--- src/rtl/sprite_layer.sv ---
// Single-sprite renderer for the VGA pixel path: positioned, power-of-two scaled,
// optionally mirrored, with per-frame double-buffered settings and a 2-cycle pipeline.
module sprite_layer #(
    parameter int SPRITE_W        = 11,
    parameter int SPRITE_H        = 22,
    parameter int SCALE_LOG2      = 2,
    parameter int ADDR_W          = 8,
    parameter int IDX_W           = 4,
    parameter int TRANSPARENT_IDX = 0,
    parameter int LATCH_Y         = 480
) (
    input  logic              vga_clk,
    input  logic              reset_n,
    input  logic [9:0]        DrawX,
    input  logic [9:0]        DrawY,
    input  logic              blank,
    input  logic [9:0]        sprite_x,
    input  logic [9:0]        sprite_y,
    input  logic              flip_h,
    input  logic              enable,
    input  logic              sprite_we,
    output logic [ADDR_W-1:0] rom_address,
    input  logic [IDX_W-1:0]  rom_q,
    output logic [IDX_W-1:0]  pal_index,
    input  logic [3:0]        pal_red,
    input  logic [3:0]        pal_green,
    input  logic [3:0]        pal_blue,
    output logic [3:0]        red,
    output logic [3:0]        green,
    output logic [3:0]        blue,
    output logic              sprite_hit
);

    localparam logic [10:0] BOX_W = 11'(SPRITE_W << SCALE_LOG2);
    localparam logic [10:0] BOX_H = 11'(SPRITE_H << SCALE_LOG2);

    logic [9:0]  r_pend_x, r_pend_y, r_act_x, r_act_y;
    logic        r_pend_flip, r_pend_en, r_act_flip, r_act_en;
    logic        r_dirty;
    logic        r_v1;

    logic        w_commit;
    logic [10:0] w_lx, w_ly, w_tx, w_col, w_row;
    logic        w_in_box;
    logic [ADDR_W-1:0] w_lin;

    // Commit lands on the first blanking line so no visible line mixes old and new settings.
    assign w_commit = (DrawX == 10'd0) && (DrawY == 10'(LATCH_Y)) && r_dirty;

    always_ff @(posedge vga_clk or negedge reset_n) begin
        if (!reset_n) begin
            r_pend_x    <= '0;
            r_pend_y    <= '0;
            r_pend_flip <= 1'b0;
            r_pend_en   <= 1'b0;
            r_act_x     <= '0;
            r_act_y     <= '0;
            r_act_flip  <= 1'b0;
            r_act_en    <= 1'b0;
            r_dirty     <= 1'b0;
        end else begin
            if (sprite_we) begin
                r_pend_x    <= sprite_x;
                r_pend_y    <= sprite_y;
                r_pend_flip <= flip_h;
                r_pend_en   <= enable;
            end
            if (w_commit) begin
                r_act_x    <= r_pend_x;
                r_act_y    <= r_pend_y;
                r_act_flip <= r_pend_flip;
                r_act_en   <= r_pend_en;
            end
            if (sprite_we)
                r_dirty <= 1'b1;
            else if (w_commit)
                r_dirty <= 1'b0;
        end
    end

    // The explicit >= compares make off-screen extents clip instead of wrapping.
    assign w_lx     = {1'b0, DrawX} - {1'b0, r_act_x};
    assign w_ly     = {1'b0, DrawY} - {1'b0, r_act_y};
    assign w_in_box = r_act_en && (DrawX >= r_act_x) && (DrawY >= r_act_y)
                      && (w_lx < BOX_W) && (w_ly < BOX_H);
    assign w_tx     = w_lx >> SCALE_LOG2;
    assign w_col    = r_act_flip ? (11'(SPRITE_W - 1) - w_tx) : w_tx;
    assign w_row    = w_ly >> SCALE_LOG2;
    assign w_lin    = ADDR_W'(w_row * 11'(SPRITE_W)) + ADDR_W'(w_col);

    assign rom_address = w_in_box ? w_lin : '0;
    assign pal_index   = rom_q;

    always_ff @(posedge vga_clk or negedge reset_n) begin
        if (!reset_n) begin
            r_v1       <= 1'b0;
            red        <= '0;
            green      <= '0;
            blue       <= '0;
            sprite_hit <= 1'b0;
        end else begin
            r_v1 <= w_in_box && blank;
            if (r_v1 && (rom_q != IDX_W'(TRANSPARENT_IDX))) begin
                red        <= pal_red;
                green      <= pal_green;
                blue       <= pal_blue;
                sprite_hit <= 1'b1;
            end else begin
                red        <= '0;
                green      <= '0;
                blue       <= '0;
                sprite_hit <= 1'b0;
            end
        end
    end

endmodule
--- config.mk ---
export PLATFORM = sky130hd
export DESIGN_NAME = sprite_layer
export DESIGN_NICKNAME = d
export VERILOG_FILES = /design/src/rtl/sprite_layer.sv
export SDC_FILE = /design/constraint.sdc
export NUM_CORES = 1
export LEC_CHECK = 0
export ABC_AREA = 1
export BUFFER_PORTS_ARGS = -buffer_cell sky130_fd_sc_hd__buf_2
export CAP_MARGIN = 20
export CORE_AREA = 8 8 120 122
export CTS_BUF_LIST = sky130_fd_sc_hd__clkbuf_16
export DETAILED_ROUTE_END_ITERATION = 8
export DIE_AREA = 0 0 128 130
export PLACE_DENSITY_LB_ADDON = 0.25
export RECOVER_POWER = 50
export SYNTH_ARGS = -nofsm -noshare
export SYNTH_HDL_FRONTEND = slang
export SYNTH_SLANG_ARGS = --single-unit
export TNS_END_PERCENT = 30
--- constraint.sdc ---
create_clock -name vga_clk -period 4 [get_ports vga_clk]
set_input_delay 0.2 -clock vga_clk [delete_from_list [all_inputs] [get_ports vga_clk]]
set_output_delay 0.2 -clock vga_clk [all_outputs]
set_load 0.005 [all_outputs]
Yosys cells after proc, flatten, opt, wreduce, memory -nomap -nowiden
Cells that the tools add are included.
{"block": "word_totals", "out_inout_bits": 25, "register_bits": 59, "elab_cells": 43}
{"block": "classes", "muxes": 8, "n_reduce_logical": 11, "multipliers": 1, "eq_ne": 1, "n_addsub": 4, "n_lt_le_gt_ge": 4}
{"operator": "$sub A10 B10 Y11", "n": 2}
{"operator": "$ge A10 B10 Y1", "n": 2}
{"operator": "$mux W8", "n": 2}
{"operator": "$mux W4", "n": 3}
{"operator": "$lt A11 B6 Y1 const B", "n": 1}
{"operator": "$lt A11 B7 Y1 const B", "n": 1}
{"operator": "$eq A10 B9 Y1 const B", "n": 1}
{"operator": "$logic_not A10 Y1", "n": 1}
{"operator": "$mul A9 B4 Y8 const B", "n": 1}
{"operator": "$add A8 B8 Y8", "n": 1}
{"operator": "$logic_and A1 B1 Y1", "n": 8}
{"operator": "$sub A4 B8 Y8 const A", "n": 1}
{"operator": "$reduce_bool A4 Y1", "n": 1}
{"operator": "$mux W1", "n": 3}
{"operator": "$reduce_bool A2 Y1", "n": 1}

Depth between registers and ports, before layout
{"block": "logic_depth", "ltp_word": 6, "ltp_mapped": 30, "mapped_depth_nobuf": 30}

Worst setup path before layout
No wires, ideal clock.
{"block": "synth_path", "kind": "register to output", "from": "register r_act_y[5]", "to": "output port rom_address[7]", "path_slack_ps": -65, "t_arrival_ps": 3865, "n_path_buf": 0, "stages_incl_launch_ff": 29, "path_cell_list": "dfrtp_1 -> inv_1 -> ha_1 -> nand2_2 -> nor2_2 -> nand2_2 -> nand3_2 -> nand2_2 -> nand2_1 -> nand2_1 -> nand2_2 -> inv_1 -> ha_1 -> fa_1 -> inv_1 -> fa_1 -> inv_1 -> ha_1 -> nand2_1 -> inv_1 -> nand4_1 -> nand3_1 -> xor2_1 -> nand3_1 -> nand2_1 -> nand2_1 -> nand2_1 -> nand2_1 -> inv_1"}
{"block": "synth_via", "elab_chain_len": 5, "elab_cells_between_ends": 9, "cone_classes": "add/sub: 2; mul: 1; order compare: 2; mux: 1; reduce/logical: 3"}
{"element": "start, declared", "line_no": "37", "text": "logic [9:0] r_pend_x, r_pend_y, r_act_x, r_act_y;"}
{"element": "start signal, assigned", "line_no": "70", "text": "r_act_y <= r_pend_y;"}
{"element": "branches (longest 4 deep; another with $sub A10 B10 Y11)"}
{"element": "$mux W8 (*)", "line_no": "91", "text": "assign rom_address = w_in_box ? w_lin : '0;"}
{"element": "end, declared", "line_no": "22", "text": "output logic [ADDR_W-1:0] rom_address,"}
Every way passes the cells marked *.

Worst setup path after layout
{"block": "layout_path", "from": "register r_act_y[4]", "to": "output port rom_address[7]"}
The elaborated chain is that of the path after synthesis.

==> summary.txt <==
STA
  • Hold Slack: 0.08179 ns
  • Slew Limit Fails: 0
  • Final Cycle Share: 110.9%
  • Least-Margin Pin Slew: 1.279 ns
  • RSZ-0062 raised after global routing: true
  • Final setup vio count: 3
  • Max Clk Rate: 0.2254 GHz
  • Post-route setup slack: -0.4375 ns
  • Fin Clk Skew: 0.005609 ns
  • Final min period: 4.437 ns
  • Slew headroom: 14.75%
  • Hold Violations, Final: 0

Power and ir drop
  • Total power: 0.002019 W
  • Sequential share of power: 31.3%
  • NetSw: 0.0006284 W
  • Clock power frac: 31.8%
  • Combinational share of power: 36.9%
  • Pwr dens: 354.2 nW/um^2
  • Worst VDD drop: 0.2901 mV
  • Leakage dissipation: 3.130 nW
  • Switching Share: 31.13%
  • Cell-internal power: 0.001390 W

Drt
  • Post-DR wirelength/cell: 11.92 um
  • Vias/cell: 4.347
  • DRT antenna net count: 0
  • Routed via count: 3717
  • DRT Pass-1 Iters: 4
  • DRT iter0 DRCs: 104
  • DRC: 0
  • DRT Wirelength: 10.19 mm

Cells and area
  • FILL cells: 1271
  • Nets: 785
  • Diodes inserted: 0
  • Layout cells sized above 1: 29.87%
  • Area growth, synth to finish: 32.61%

Setup path
  • Setup crit end kind: output port
  • CP max stage cell: fa_1
  • Slowest stage delay, CP: 0.53 ns
  • Worst setup SP type: flip-flop
  • Arrival time of the worst setup path: 4.24 ns
  • Worst-path maximum fanout: 4
  • Kind of critical path: reg2out
  • WP data required: 3.80 ns
  • Most frequent CP cell: nand2_1

Floorplan
  • Core Rows: 41
  • Die X-Extent: 128 um
  • DIE HEIGHT: 130 um
  • Die ar.: 16640 sq um
  • Core area: 12410 sq um
  • # IOs: 87
  • Starting density of the core: 34.62%

Synthesis
  • Synth top area share: 34.35%
  • Yosys cell types: 36
  • Syn_area_per_cell: 7.800 sq um
  • Ys Warns: 0
  • FF+latch count, synth: 59
  • Synth area leaders: dfrtp_1, inv_1, nand2_1
  • Top FF cell, synth: dfrtp_1
  • Synth Net Count: 658
  • Post-Synthesis Cell Area: 4298 sq um
  • EDFF count, synth: 0
  • Syn Inst Count: 551
  • Async SR Flop Fraction: 100.0%
  • Register area share after synthesis: 34.35%
  • Synth area leader: dfrtp_1

Place
  • IO Port Bufs: 86
  • Pre-CTS WS: -0.2864 ns
  • Final Wtd Congestion: 0.8166
  • Post-DP HPWL: 8.369 mm

Clock network
  • H-tree depth: 3
  • Clk root buf: clkbuf_16
  • Clk Latency, worst-skew pair: 0.32 ns
  • Reg clk slew, reported paths: 0.05 ns
  • CTS max path bufs: 2
  • TritonCTS Buffers: 9
  • CTS tree: built
  • Sink Count: 59

Outcome
  • Status: complete, but fails checks
  • Failing checks: negative setup slack

Global routing
  • Initial antenna violation count: 0
  • Vias in the first global route: 3847
  • Grt ovf: 0
  • Largest net degree at the start of global routing: 44
  • First-pass GRT wire length: 17.17 mm
  • GRT Total Usage: 12.74%

Run
  • Maxcap violations: 0

Worst hold path
  • HP Class: in2reg
-- state kept, by name, summed over array words and instances, names as in the netlist --
register,flops
r_act_x,10
r_act_y,10
r_pend_x,10
r_pend_y,10
blue,4
green,4
red,4
r_act_en,1
r_act_flip,1
r_dirty,1
r_pend_en,1
r_pend_flip,1
r_v1,1
sprite_hit,1
-- cell usage in the layout, fill, tap and decap left out, drive strengths merged, types with 9 or more instances in the layout --
master / instances
nand2: 134
inv: 125
buf: 107
dfrtp: 59
nor2: 49
ha: 36
nand3: 29
clkbuf: 29
o21ai: 27
mux2: 19
nand4: 10
xor2: 10
fa: 9
-- path summary, 6_finish.rpt --
| kind | start | to | slack, ns | depth (start not counted) |
|---|---|---|---|---|
| worst max-delay path | r_act_y[4] | rom_address[7] | -0.44 | 27 |
| worst min-delay path | pal_blue[1] | blue[1] | 0.08 | 3 |
| worst max register to register | r_act_y[2] | r_v1 | 1.63 | 14 |
| worst min register to register | r_pend_y[4] | r_act_y[4] | 0.47 | 2 |
| max in group asynchronous | reset_n | sprite_hit | 1.95 | 3 |
| min in group asynchronous | reset_n | r_pend_x[3] | 0.51 | 2 |
-- area by class of cell --
cell class / instances / area (sq um) / area share, %
multi-input cells: 357 / 2554 / 44.81
clock inverters: 7 / 27.53 / 0.4830
clock buffers: 9 / 225.2 / 3.952
repair buffers: 128 / 739.5 / 12.97
inverters: 123 / 461.7 / 8.101
well taps: 172 / 215.2 / 3.776
flip-flops and latches: 59 / 1476 / 25.91
-- routing by layer --
metal / up-vias / part of all wire [%] / GRT usage, %
met1: 1667 / 45 / 15.03
met5: - / 0 / 0
met3: 14 / 4.8 / 3.427
met2: 74 / 49 / 22.06
li1: 1962 / - / -
met4: 0 / 1.7 / 4.196
-- Yosys cell counts, drive strengths merged (2+ instances only) --
library cell,n
a21oi,8
a31oi,3
buf,6
clkbuf,6
dfrtp,59
fa,9
ha,36
inv,123
mux2,19
nand2,134
nand3,29
nand3b,2
nand4,10
nor2,49
nor3,3
nor4,4
o21ai,27
o21bai,4
or4,2
xnor2,4
xor2,10
-- power by group through the flow --
stage               logic [W]  clock network, W  registers [W]
detailed placement   0.000611                 0       0.000641
global route         0.000839          0.000690       0.000634
finish               0.000745          0.000642       0.000631
global placement     0.000595                 0       0.000639
floorplan            0.000396                 0       0.000637
CTS                  0.000689          0.000663       0.000631
-- metrics by stage --
| stage | utilization (%) | cell area [sq um] | TNS, ns | instances |
|---|---|---|---|---|
| floorplan | - | 4348 | 0 | 551 |
| global placement | 41.69 | 5175 | -0.1544 | 828 |
| detailed placement | 41.91 | 5202 | -0.3007 | 829 |
| CTS | 45.60 | 5660 | -0.7948 | 852 |
| global route | 45.91 | 5699 | -1.694 | 855 |
| finish | 45.91 | 5699 | -0.7772 | 855 |
-- critical path, delay by kind of cell, from the launching register on --
family | cells | cell delay [ns]
and+or+nand+nor | 13 | 1.06
buffers and inverters | 8 | 0.54
DFF | 1 | 0.34
adders and majority gates | 5 | 1.82
xor gates and xnor gates | 1 | 0.15
-- logic make-up after synthesis --
logic type	count (synthesis)	synth area share [%]
xor gates and xnor gates	14	2.853
muxes	19	4.978
AOI/OAI and AO/OA	45	6.201
buffers and inverters	135	12.26
DFF	59	34.35
and+or+nand+nor	234	24.69
adders and majority gates	45	14.67
-- repair_timing --
item | in CTS | in global routing
endpoints found under the hold margin | 16 | 0
setup endpoints to repair | 4 | 4
gates cloned | 0 | 0
hold buffers | 1 | 0
resized for setup | 31 | 9
pin swaps | 30 | 15
buffers inserted | 6 | 2
No activity file was read; power rests on OpenSTA's default activity.
